## config.mk

```make
export PLATFORM = sky130hd
export DESIGN_NAME = nco_sweep_ctrl
export DESIGN_NICKNAME = d
export VERILOG_FILES = /design/src/rtl/nco_sweep_ctrl.sv
export SDC_FILE = /design/constraint.sdc
export NUM_CORES = 1
export LEC_CHECK = 0
export CAP_MARGIN = 20
export CORE_UTILIZATION = 27
export CTS_BUF_LIST = sky130_fd_sc_hd__clkbuf_8
export DETAILED_ROUTE_END_ITERATION = 8
export HOLD_SLACK_MARGIN = 0.15
export PLACE_DENSITY = 0.57
export SYNTH_ARGS = -nofsm -noshare
export SYNTH_HDL_FRONTEND = slang
export SYNTH_SLANG_ARGS = --single-unit
```

## constraint.sdc

```tcl
create_clock -name clk -period 3.7 [get_ports clk]
set_input_delay 0.74 -clock clk [delete_from_list [all_inputs] [get_ports clk]]
set_output_delay 0.74 -clock clk [all_outputs]
set_load 0.05 [all_outputs]
```

## src/rtl/nco_sweep_ctrl.sv

```systemverilog
// Frequency-sweep sequencer for an NCO: steps the phase increment from phi_start
// by phi_step, holding each step for a dwell time, and repeats the sweep n_sweeps times.
//
// state | meaning
// IDLE  | outputs quiet, waiting for start
// SWEEP | driving the NCO with the current step increment
// DONE  | one-cycle done pulse after a finite run, then back to IDLE
module nco_sweep_ctrl #(
  parameter int PHI_W = 32,
  parameter int CNT_W = 16
) (
  input  logic             clk,
  input  logic             reset_n,
  input  logic             start,
  input  logic             abort,
  input  logic [PHI_W-1:0] phi_start,
  input  logic [PHI_W-1:0] phi_step,
  input  logic [CNT_W-1:0] n_steps,
  input  logic [CNT_W-1:0] dwell,
  input  logic [7:0]       n_sweeps,
  output logic [PHI_W-1:0] phi_inc_o,
  output logic             clken_o,
  output logic             busy,
  output logic             sweep_trig,
  output logic             done
);

  typedef enum logic [1:0] {IDLE, SWEEP, DONE} state_t;

  state_t state, state_nxt;

  logic [PHI_W-1:0] phi_start_q, phi_start_nxt;
  logic [PHI_W-1:0] phi_step_q, phi_step_nxt;
  logic [CNT_W-1:0] steps_m1_q, steps_m1_nxt;
  logic [CNT_W-1:0] dwell_m1_q, dwell_m1_nxt;
  logic [7:0]       n_sweeps_q, n_sweeps_nxt;
  logic [CNT_W-1:0] dwell_cnt, dwell_cnt_nxt;
  logic [CNT_W-1:0] step_cnt, step_cnt_nxt;
  logic [7:0]       sweep_cnt, sweep_cnt_nxt;

  logic [PHI_W-1:0] phi_nxt;
  logic             clken_nxt, busy_nxt, trig_nxt, done_nxt;

  logic             load;
  logic             sweep_end;
  logic             more_sweeps;
  logic [7:0]       sweeps_inc;
  logic [CNT_W-1:0] dwell_in_m1;

  assign load        = (state == IDLE) && start && !abort;
  assign sweep_end   = (dwell_cnt == '0) && (step_cnt == '0);
  // completed-sweep count saturates so continuous runs never wrap it
  assign sweeps_inc  = (sweep_cnt == 8'hFF) ? 8'hFF : sweep_cnt + 8'd1;
  assign more_sweeps = (n_sweeps_q == 8'd0) || (sweeps_inc < n_sweeps_q);
  // dwell of 0 behaves as a single-cycle hold
  assign dwell_in_m1 = (dwell == '0) ? '0 : dwell - CNT_W'(1);

  always_ff @(posedge clk or negedge reset_n) begin
    if (!reset_n) begin
      state       <= IDLE;
      phi_start_q <= '0;
      phi_step_q  <= '0;
      steps_m1_q  <= '0;
      dwell_m1_q  <= '0;
      n_sweeps_q  <= '0;
      dwell_cnt   <= '0;
      step_cnt    <= '0;
      sweep_cnt   <= '0;
      phi_inc_o   <= '0;
      clken_o     <= 1'b0;
      busy        <= 1'b0;
      sweep_trig  <= 1'b0;
      done        <= 1'b0;
    end else begin
      state       <= state_nxt;
      phi_start_q <= phi_start_nxt;
      phi_step_q  <= phi_step_nxt;
      steps_m1_q  <= steps_m1_nxt;
      dwell_m1_q  <= dwell_m1_nxt;
      n_sweeps_q  <= n_sweeps_nxt;
      dwell_cnt   <= dwell_cnt_nxt;
      step_cnt    <= step_cnt_nxt;
      sweep_cnt   <= sweep_cnt_nxt;
      phi_inc_o   <= phi_nxt;
      clken_o     <= clken_nxt;
      busy        <= busy_nxt;
      sweep_trig  <= trig_nxt;
      done        <= done_nxt;
    end
  end

  always_comb begin
    state_nxt = state;
    case (state)
      IDLE:    if (load) state_nxt = (n_steps == '0) ? DONE : SWEEP;
      SWEEP: begin
        if (abort)                          state_nxt = IDLE;
        else if (sweep_end && !more_sweeps) state_nxt = DONE;
      end
      DONE:    state_nxt = IDLE;
      default: state_nxt = IDLE;
    endcase
  end

  always_comb begin
    phi_start_nxt = phi_start_q;
    phi_step_nxt  = phi_step_q;
    steps_m1_nxt  = steps_m1_q;
    dwell_m1_nxt  = dwell_m1_q;
    n_sweeps_nxt  = n_sweeps_q;
    dwell_cnt_nxt = dwell_cnt;
    step_cnt_nxt  = step_cnt;
    sweep_cnt_nxt = sweep_cnt;
    phi_nxt       = '0;
    clken_nxt     = 1'b0;
    busy_nxt      = 1'b0;
    trig_nxt      = 1'b0;
    done_nxt      = 1'b0;

    if (load) begin
      phi_start_nxt = phi_start;
      phi_step_nxt  = phi_step;
      steps_m1_nxt  = n_steps - CNT_W'(1);
      dwell_m1_nxt  = dwell_in_m1;
      n_sweeps_nxt  = n_sweeps;
      dwell_cnt_nxt = dwell_in_m1;
      step_cnt_nxt  = n_steps - CNT_W'(1);
      sweep_cnt_nxt = '0;
    end

    case (state_nxt)
      SWEEP: begin
        clken_nxt = 1'b1;
        busy_nxt  = 1'b1;
        if (state == IDLE) begin
          phi_nxt  = phi_start;
          trig_nxt = 1'b1;
        end else if (dwell_cnt != '0) begin
          dwell_cnt_nxt = dwell_cnt - CNT_W'(1);
          phi_nxt       = phi_inc_o;
        end else if (step_cnt != '0) begin
          step_cnt_nxt  = step_cnt - CNT_W'(1);
          dwell_cnt_nxt = dwell_m1_q;
          phi_nxt       = phi_inc_o + phi_step_q;
        end else begin
          // back-to-back sweep: reload without a gap cycle
          step_cnt_nxt  = steps_m1_q;
          dwell_cnt_nxt = dwell_m1_q;
          sweep_cnt_nxt = sweeps_inc;
          phi_nxt       = phi_start_q;
          trig_nxt      = 1'b1;
        end
      end
      DONE:    done_nxt = 1'b1;
      default: ;
    endcase
  end

endmodule

```

==> flow_metrics.py <==
metrics = {
    "sta": {
        "setup_tns_ns": 0,
        "finalSetupViolCount": 0,
        "drv_slew": 0,
        "fmax_mhz": 286,
        "finalCriticalPeriod_ns": 3.50,
        "max-slew-margin-rel_pct": 51.4,
        "timing.hold.ws_ns": 0.232,
        "period_share_pct": 94.5,
        "finalHoldViolations": 0,
        "worst_pin_slew_ns": 0.729,
        "skew_ns": 0.0275,
    },
    "job": {
        "max_cap_violations": 0,
    },
    "synthesis": {
        "synth.distinct_cells": 80,
        "synthCells": 1295,
        "yosys.area.top_type": "dfrtp_1",
        "synth.avg_cell_area_um2": 8.44,
        "synthMostInstantiatedCell": "nand2_1",
        "synth_area_leaders": "dfrtp_1 41%, nand2_1 10%, ha_1 4.9%",
        "synth_top_area_share_pct": 41.4,
        "ys.flop_type": "dfrtp_1",
        "mappedNetlistArea_um2": 10900,
        "yosys_warnings": 0,
        "async_flop_share_pct": 100,
        "ys_seq_area_share_pct": 41.4,
        "synth-seq-cells": 181,
        "synth_fp_nets": 1447,
        "synth_edf_count": 0,
        "synthTopCellsByCount": "304 x nand2_1, 181 x dfrtp_1, 85 x nor2_1",
    },
    "power_and_ir_drop": {
        "leakagePower_nw": 5.94,
        "vdd.ir_drop.worst_mv": 0.175,
        "pwr_density_cell_nw_per_um2": 423,
    },
    "final_layout": {
        "nets": 1571,
        "final_area_um2": 13500,
        "fin_util_pct": 33.8,
        "areaGrowthSynthToFinish_pct": 23.1,
        "drive_above_1_share_pct": 7.19,
        "post_layout_nonfiller_instances": 1959,
    },
    "detailed_routing": {
        "drt-initial-drc-count": 654,
        "drc": 0,
        "viasPerCell": 5.06,
        "firstDrtPassIters": 5,
        "vias": 9919,
        "antenna_left": 0,
        "wire_per_inst_um": 17.2,
        "wirelength_um": 33600,
    },
    "clocking": {
        "numCtsBuffers": 17,
        "clock_sinks": 181,
        "clkTransAtPathRegs_ns": 0.13,
        "tritoncts": "done",
        "cts_buffer_depth": 2,
        "clockRootBuffer": "clkbuf_8",
        "ctsHoldBuffers": 0,
        "htree_levels": 4,
        "clock_latency_ns": 0.52,
    },
    "worst_setup_path": {
        "cp_slowest_stage_delay_ns": 0.44,
        "worst_path_max_delay_cell": "dfrtp_1",
        "path_max_fanout": 14,
        "path_cells": "ha_1 > and3_2 > a31oi_1 > a31oi_1 > ha_1 > a21o_1 > a211oi_2 > o211ai_1 > a31oi_4 > and3_1 > buf_4 > o21ai_1 > a21oi_1 > o21ai_0 > o211ai_1",
        "crit_path_start": "sweep_cnt[0]$_DFF_PN0_",
        "critical_path_class": "register to register",
        "required_ns": 4.14,
        "setup.worst_path.end_class": "register",
        "cp.arrival_ns": 3.93,
        "start_kind": "register",
        "reg2reg_from": "sweep_cnt[0]$_DFF_PN0_",
    },
    "die": {
        "core-area_um2": 39800,
        "pin_count": 144,
        "initial_core_util_pct": 27.5,
        "dieArea_um2": 41300,
        "fp.dieW_um": 203,
        "rows": 73,
        "die_h_um": 203,
    },
    "status": {
        "status": "finished, final reports clean",
    },
    "grt": {
        "antenna_found_initial": 2,
        "grt_pass1_wl_um": 53400,
        "grt_max_degree": 113,
        "grt_pass1_vias": 9618,
        "overflow": 0,
        "globalRouteTotalUtil_pct": 16.5,
    },
    "place": {
        "portBuffers": 143,
        "place_inst": 1923,
        "dp_hpwl_um": 24400,
        "placed_cell_area_um2": 13000,
        "place_congestion": 0.866,
    },
    "hold_path": {
        "hold_class": "primary input to async pin",
    },
}
-- routing by layer --
| layer | share of wire [%] | up-vias | global-route usage, % | wire, µm |
|---|---|---|---|---|
| met3 | 5.3 | 31 | 4.23 | 1770 |
| li1 | - | 4819 | - | - |
| met1 | 46 | 4862 | 22.0 | 15600 |
| met4 | 1.5 | 0 | 4.48 | 490 |
| met5 | 0 | - | 0 | 0 |
| met2 | 47 | 207 | 26.3 | 15700 |
-- cells in the final DEF, fill, tap and decap left out, types with 5 or more instances in the layout --
cell	netlist	layout
a211oi_1	15	14
a21o_1	31	31
a21oi_1	74	74
a221o_1	8	8
a221oi_1	7	6
a22oi_1	5	5
a311oi_1	5	5
a31oi_1	12	12
and3_1	13	12
and4_1	5	5
buf_4	2	31
clkbuf_8	0	17
clkdlybuf4s50_1	0	142
dfrtp_1	181	181
ha_1	43	43
inv_1	31	31
mux2i_1	5	5
nand2_1	304	304
nand2b_1	6	6
nand3_1	32	32
nand4_1	6	6
nor2_1	85	82
nor2b_1	5	5
nor3_1	27	26
nor4_1	11	11
o211ai_1	31	31
o21a_1	17	17
o21ai_0	75	75
o21ai_1	19	19
o221ai_1	6	6
o22ai_1	12	12
o31ai_1	5	5
or3_1	11	11
xnor2_1	35	35
xor2_1	28	28
-- through the flow --
step	setup slack [ns]	power (mW)
2_1_floorplan	0.337	3.68
5_1_grt	-0.00179	6.05
3_5_place_dp	0.107	4.29
3_3_place_gp	0.233	4.26
4_1_cts	0.0250	5.74
6_report	0.202	5.69
-- report_power, final --
group          total [mW]  switching, mW  leakage (nW)  internal, mW
Combinational        1.66          0.952          3.50         0.707
Clock                1.43          0.866         0.195         0.562
Sequential           2.60          0.294          2.25          2.31
Total                5.69           2.11          5.94          3.58
-- cell type report --
cell class,count,area (µm²)
Antenna cell,2,5.00
Sequential cell,181,4530
Clock buffer,17,234
Tap cell,525,657
Fill cell,4247,26400
Clock inverter,15,160
Multi-Input combinational cell,1009,6020
Timing Repair Buffer,177,1730
Inverter,33,124
-- state kept, by name, summed over array words and instances (netlist names) --
| signal | flops |
|---|---|
| phi_inc_o | 32 |
| n_sweeps_q | 8 |
| steps_m1_q | 16 |
| sweep_trig | 1 |
| done | 1 |
| busy | 1 |
| step_cnt | 16 |
| phi_start_q | 32 |
| state | 2 |
| sweep_cnt | 8 |
| dwell_cnt | 16 |
| phi_step_q | 32 |
| dwell_m1_q | 16 |
-- cells by family after synthesis --
logic type | share of synthesized area [%]
fa+ha+maj | 5.10
simple gates | 23.0
xor+xnor | 5.05
mux | 0.458
compound gates | 21.1
flops | 41.4
buf+inv | 3.83
-- repair_timing --
action	4_1_cts	5_1_grt
gates resized for setup	0	5
endpoints found under the setup margin	0	21
setup buffers	0	2
-- final timing paths --
path | to | slack [ns] | depth (start not counted)
setup / recovery | step_cnt[6]$_DFF_PN0_ | 0.20 | 15
hold / removal | phi_step_q[24]$_DFFE_PN0P_ | 0.23 | 1
setup reg to reg | step_cnt[6]$_DFF_PN0_ | 0.20 | 15
hold reg to reg | phi_start_q[23]$_DFFE_PN0P_ | 0.48 | 2
max in group asynchronous | phi_step_q[6]$_DFFE_PN0P_ | 2.61 | 2
min in group clk | phi_start_q[23]$_DFFE_PN0P_ | 0.48 | 2
-- critical path: cells and delay by family, from the launching register on --
| family | cells | cell delay [ns] |
|---|---|---|
| adders and majority gates | 2 | 0.54 |
| DFF | 1 | 0.44 |
| buffers and inverters | 1 | 0.23 |
| AOI/OAI and AO/OA | 10 | 1.69 |
| and+or+nand+nor | 2 | 0.53 |
No activity file was read; power rests on OpenSTA's default activity.
==> edit 1: new RTL, same settings <==
Reset style: synchronous (`reset_n`), changed in one clocked block.
--- a/src/rtl/nco_sweep_ctrl.sv
+++ b/src/rtl/nco_sweep_ctrl.sv
@@ -57,3 +57,3 @@
 
-  always_ff @(posedge clk or negedge reset_n) begin
+  always_ff @(posedge clk) begin
     if (!reset_n) begin
Check against the original RTL: differs if reset_n is asserted again (counterexample within 4 cycles, from zero or initial values and one cycle with reset_n low); with reset_n held inactive, the same outputs for 4 cycles.
==> edit 1 against the original RTL <==
- wire length grew 1.7%
- worst setup slack gained 3.1 ps
- clock skew shrank 9.7 ps
- final area grew 0.10%
- worst hold slack gained 240 ps
- sequential power shrank 18%
- sequential cell count is the same
- synthesized area shrank 0.22%
- die area shrank 0.21%
- via count grew 6.4%
- non-clock buffer count grew 5
- sequential share of layout area shrank 6.7 points
- power shrank 17%
- critical path type unchanged
- critical endpoint is now phi_inc_o[26]
- largest cell class unchanged
==> edit 1: results (changes against the original RTL) <==
Endpoint arrival time on the critical path: 3910 ps (-20 ps)
Dpl cells: 2041 (+6.1%)
Dominant synthesized flop cell: sky130_fd_sc_hd__dfxtp_1
Reg-to-reg setup timing slack: 210 ps
Post-synth cell types: 81 (+1.3%)
Maximum number of pins on one net before global-route repair: 72 (-36%)
Mapped Nets: 1584 (+9.5%)
Least-Margin Pin Slew: 735 ps (+6.26 ps)
Number of warnings issued by yosys: 0 (unchanged)
Maximum buffer depth of the clock tree: 2 (unchanged)
Routed length per placed instance: 16.4 µm (-4.1%)
Maximum vdd drop: 0.000226 V (+29%)
Depth of the CTS H-tree: 4 (unchanged)
Worst Skew: 17.8 ps (-9.74 ps)
Register area share after synthesis: 33.2% (-8.2 points)
Vias in the first global route: 10389 (+8.0%)
Wire length of the first global-routing pass: 54.7 mm (+2.5%)
Placed instance area: 12900 µm² (-0.68%)
Average cell area after synthesis: 7.62 µm² (-9.8%)
Ys async rst share: 0% (-100 points)
Final antenna diode count: 0 (-2)
Hold WC Path Type: reg -> reg
Crit path capture: phi_inc_o[26]
Top flop regs: phi_inc_o (32), phi_start_q (32), phi_step_q (32)
Num CTS Buffers: 17 (unchanged)
Drt initial violations: 735 (+12%)
Source of the critical timing path: sweep_cnt[2]
Cell with the largest stage delay on the worst path: sky130_fd_sc_hd__dfxtp_2
Largest fanout on the critical path: 9 (-5)
Nets@finish: 1693 (+7.8%)
Number of antenna violations at the first check in global routing: 0 (-2)
Leakage power: 4.97 nW (-16%)
Crit-path max cell delay: 380 ps (-60 ps)
Total routed wirelength: 34.2 mm (+1.7%)
Root buf cell: sky130_fd_sc_hd__clkbuf_8
Proportion of layout cells with a drive suffix above 1: 7.53% (+0.34 points)
Count of input and output buffers: 143 (unchanged)
Weighted congestion at the end of routability-driven global placement: 0.863 (-0.34%)
Worst-path clk slew: 100 ps (-30 ps)
Most frequent cells after synthesis: sky130_fd_sc_hd__nand2_1, sky130_fd_sc_hd__dfxtp_1, sky130_fd_sc_hd__nor2_1
Leading post-synthesis cells by cell area: sky130_fd_sc_hd__dfxtp_1, sky130_fd_sc_hd__nand2_1, sky130_fd_sc_hd__a21boi_0, sky130_fd_sc_hd__ha_1, sky130_fd_sc_hd__a21oi_1
Insertion delay of the later-clocked pin in the worst-skew pair: 490 ps (-30 ps)
Routed vias: 10555 (+6.4%)
Estimated wirelength of the detail-placed design: 24.5 mm (+0.54%)
DRC Markers: 0 (unchanged)
Initial DRT Pass Iterations: 5 (unchanged)
Result of the run: finished, final reports clean
Cell depth of the worst flop-to-flop path: 16 (+1)
Total global routing track utilization: 16.6% (+0.074 points)
Family of cells with the greatest summed delay on the critical path: simple AND/OR/NAND/NOR gates
==> edit 1: cell count changes after synthesis, moves of 27 or more <==
cell	change
sky130_fd_sc_hd__a21oi_1	+27
sky130_fd_sc_hd__a21boi_0	+82
sky130_fd_sc_hd__nor2_1	+30
sky130_fd_sc_hd__dfrtp_1	-181
sky130_fd_sc_hd__dfxtp_1	+181
sky130_fd_sc_hd__nand2_1	-34
==> edit 1: worst min-delay path, cell delays in order, from the launching register on <==
cell                       delay [ps]
sky130_fd_sc_hd__dfxtp_1          320
sky130_fd_sc_hd__nand2_1           50
sky130_fd_sc_hd__a21boi_0          60
==> edit 1: what timing repair did <==
action / in CTS / in global routing
endpoints found under the setup margin: 0 / 35
setup buffers: 0 / 4
gates resized for setup: 0 / 12
==> edit 1: area by class of cell <==
class | instances | area (µm²)
Tap cell | 525 | 657
Timing Repair Buffer | 182 | 1810
Clock buffer | 19 | 262
Sequential cell | 181 | 3630
Fill cell | 4256 | 26400
Multi-Input combinational cell | 1128 | 6820
Inverter | 31 | 116
Clock inverter | 13 | 171
==> edit 1: worst min-delay path by stage <==
stage	to	cells after the start	from
3_3_place_gp	dwell_m1_q[2]	2	dwell_m1_q[2]
6_report	phi_start_q[6]	2	phi_start_q[6]
2_1_floorplan	dwell_m1_q[2]	2	dwell_m1_q[2]
3_5_place_dp	phi_start_q[25]	2	phi_start_q[25]
5_1_grt	dwell_m1_q[5]	2	dwell_m1_q[5]
4_1_cts	phi_start_q[6]	2	phi_start_q[6]
==> edit 1: cells by family (layout without fill, tap and decap cells) <==
logic type                 after synthesis  in the layout  synth area share [%]
and+or+nand+nor                        594            594                  25.6
AOI/OAI and AO/OA                      422            422                  25.9
DFF                                    181            181                  33.2
buffers and inverters                  123            245                  4.66
xor gates and xnor gates                61             61                  4.90
adders and majority gates               44             44                  5.12
muxes                                    7              7                 0.654
==> edit 1: power by group <==
group          total [mW]  internal [mW]  switching, mW
clock                1.49          0.714          0.776
sequential           2.14           2.05         0.0917
combinational        1.08          0.448          0.630
==> edit 1: per-stage QoR <==
step	hold WS (ps)	total power, mW	setup WS, ps
final	469	4.71	205
after global routing	494	4.96	-11.5
after CTS	472	4.76	54.2
after detailed placement	458	3.26	-49.7
after global placement	448	3.24	-0.535
after floorplan	440	2.85	509
==> edit 1: routing by layer <==
metal | part of all wire, % | track usage [%]
met1 | 49 | 22.3
met2 | 45 | 27.4
met3 | 4.2 | 2.57
met4 | 1.5 | 4.62
met5 | 0 | 0
==> edit 2: new RTL, config.mk and constraints unchanged <==
Made on the original files. Set the parameter `PHI_W` to 16 (it was 32).
--- a/src/rtl/nco_sweep_ctrl.sv
+++ b/src/rtl/nco_sweep_ctrl.sv
@@ -8,3 +8,3 @@
 module nco_sweep_ctrl #(
-  parameter int PHI_W = 32,
+  parameter int PHI_W = 16,
   parameter int CNT_W = 16
Interface: changed (resized phi_inc_o, phi_start and phi_step); port bits go from 144 to 96. The function was not compared with the original's and may differ.
==> edit 2 against the original RTL <==
- worst hold slack gained 130 ps
- wire length shrank 37%
- die area shrank 28%
- final cell count shrank 29%
- synthesized cell count shrank 30%
- worst setup slack gained 100 ps
- via count shrank 31%
- power shrank 23%
- final area shrank 27%
- sequential cell count shrank 48
- synthesized area shrank 28%
- largest power group unchanged
==> edit 2: results (changes against the original RTL) <==
Leakage power: 4.32 nW (-27%)
Cell depth of the worst flop-to-flop path: 14 (-1)
P_sw: 1.39 mW (-34%)
Total routed wirelength: 21.3 mm (-37%)
Result of the run: finished, final reports clean
Total global routing track utilization: 15.0% (-1.5 points)
Met2 GRT Util: 24.4% (-1.9 points)
Estimated wirelength of the detail-placed design: 15.0 mm (-38%)
Std-Cell Rows: 61 (-16%)
Crit-path max cell delay: 420 ps (-20 ps)
# fillers: 2891 (-32%)
Final cell count without fillers: 1397 (-29%)
Most frequent cells after synthesis: sky130_fd_sc_hd__nand2_1, sky130_fd_sc_hd__dfrtp_1, sky130_fd_sc_hd__nor2_1
Weighted congestion at the end of routability-driven global placement: 0.813 (-6.0%)
Reg-to-reg setup timing slack: 300 ps (+100 ps)
Largest fanout on the critical path: 13 (-1)
Crit path capture: dwell_cnt[2]
Drt initial violations: 413 (-37%)
Insertion delay of the later-clocked pin in the worst-skew pair: 450 ps (-70 ps)
Number of antenna violations at the first check in global routing: 0 (-2)
Mapped Nets: 1006 (-30%)
Grt met3 use: 2.93% (-1.3 points)
Endpoint arrival time on the critical path: 3750 ps (-180 ps)
Count of input and output buffers: 95 (-34%)
Nets@finish: 1110 (-29%)
Final antenna diode count: 0 (-2)
Area share of xor/xnor cells in the synthesized design: 5.48% (+0.43 points)
Register area share after synthesis: 42.5% (+1.1 points)
Detailed-route wire length on metal 1: 10.2 mm (-35%)
Average cell area after synthesis: 8.68 µm² (+2.8%)
Worst Skew: 11.3 ps (-16.2 ps)
## edit 2: cell types whose count changed after synthesis, sizes merged, moves of 10 or more
cell	unedited run	this run
o211ai	31	15
nand2	305	177
o21ai	95	48
nand3	33	23
a21o	31	20
ha	43	27
dfrtp	181	133
clkbuf	54	30
and3	13	3
a21oi	76	40
## edit 2: stage by stage
stage / cell area, µm² / worst slack (ps) / power [mW] / hold slack [ps]
3_3_place_gp: 9350 / 98.9 / 2.95 / 458
6_report: 9820 / 302 / 4.40 / 363
3_5_place_dp: 9350 / 92.1 / 2.98 / 461
2_1_floorplan: 7830 / 499 / 2.59 / 441
4_1_cts: 9810 / 226 / 4.45 / 386
5_1_grt: 9820 / 55.2 / 4.67 / 400
## edit 2: layout make-up
cell class,instances,area [µm²],area share [%]
Clock buffer,19,262,2.66
Clock inverter,13,204,2.08
Inverter,29,109,1.11
Multi-Input combinational cell,698,4220,43.0
Sequential cell,133,3330,33.9
Tap cell,378,473,4.82
Timing Repair Buffer,127,1220,12.4
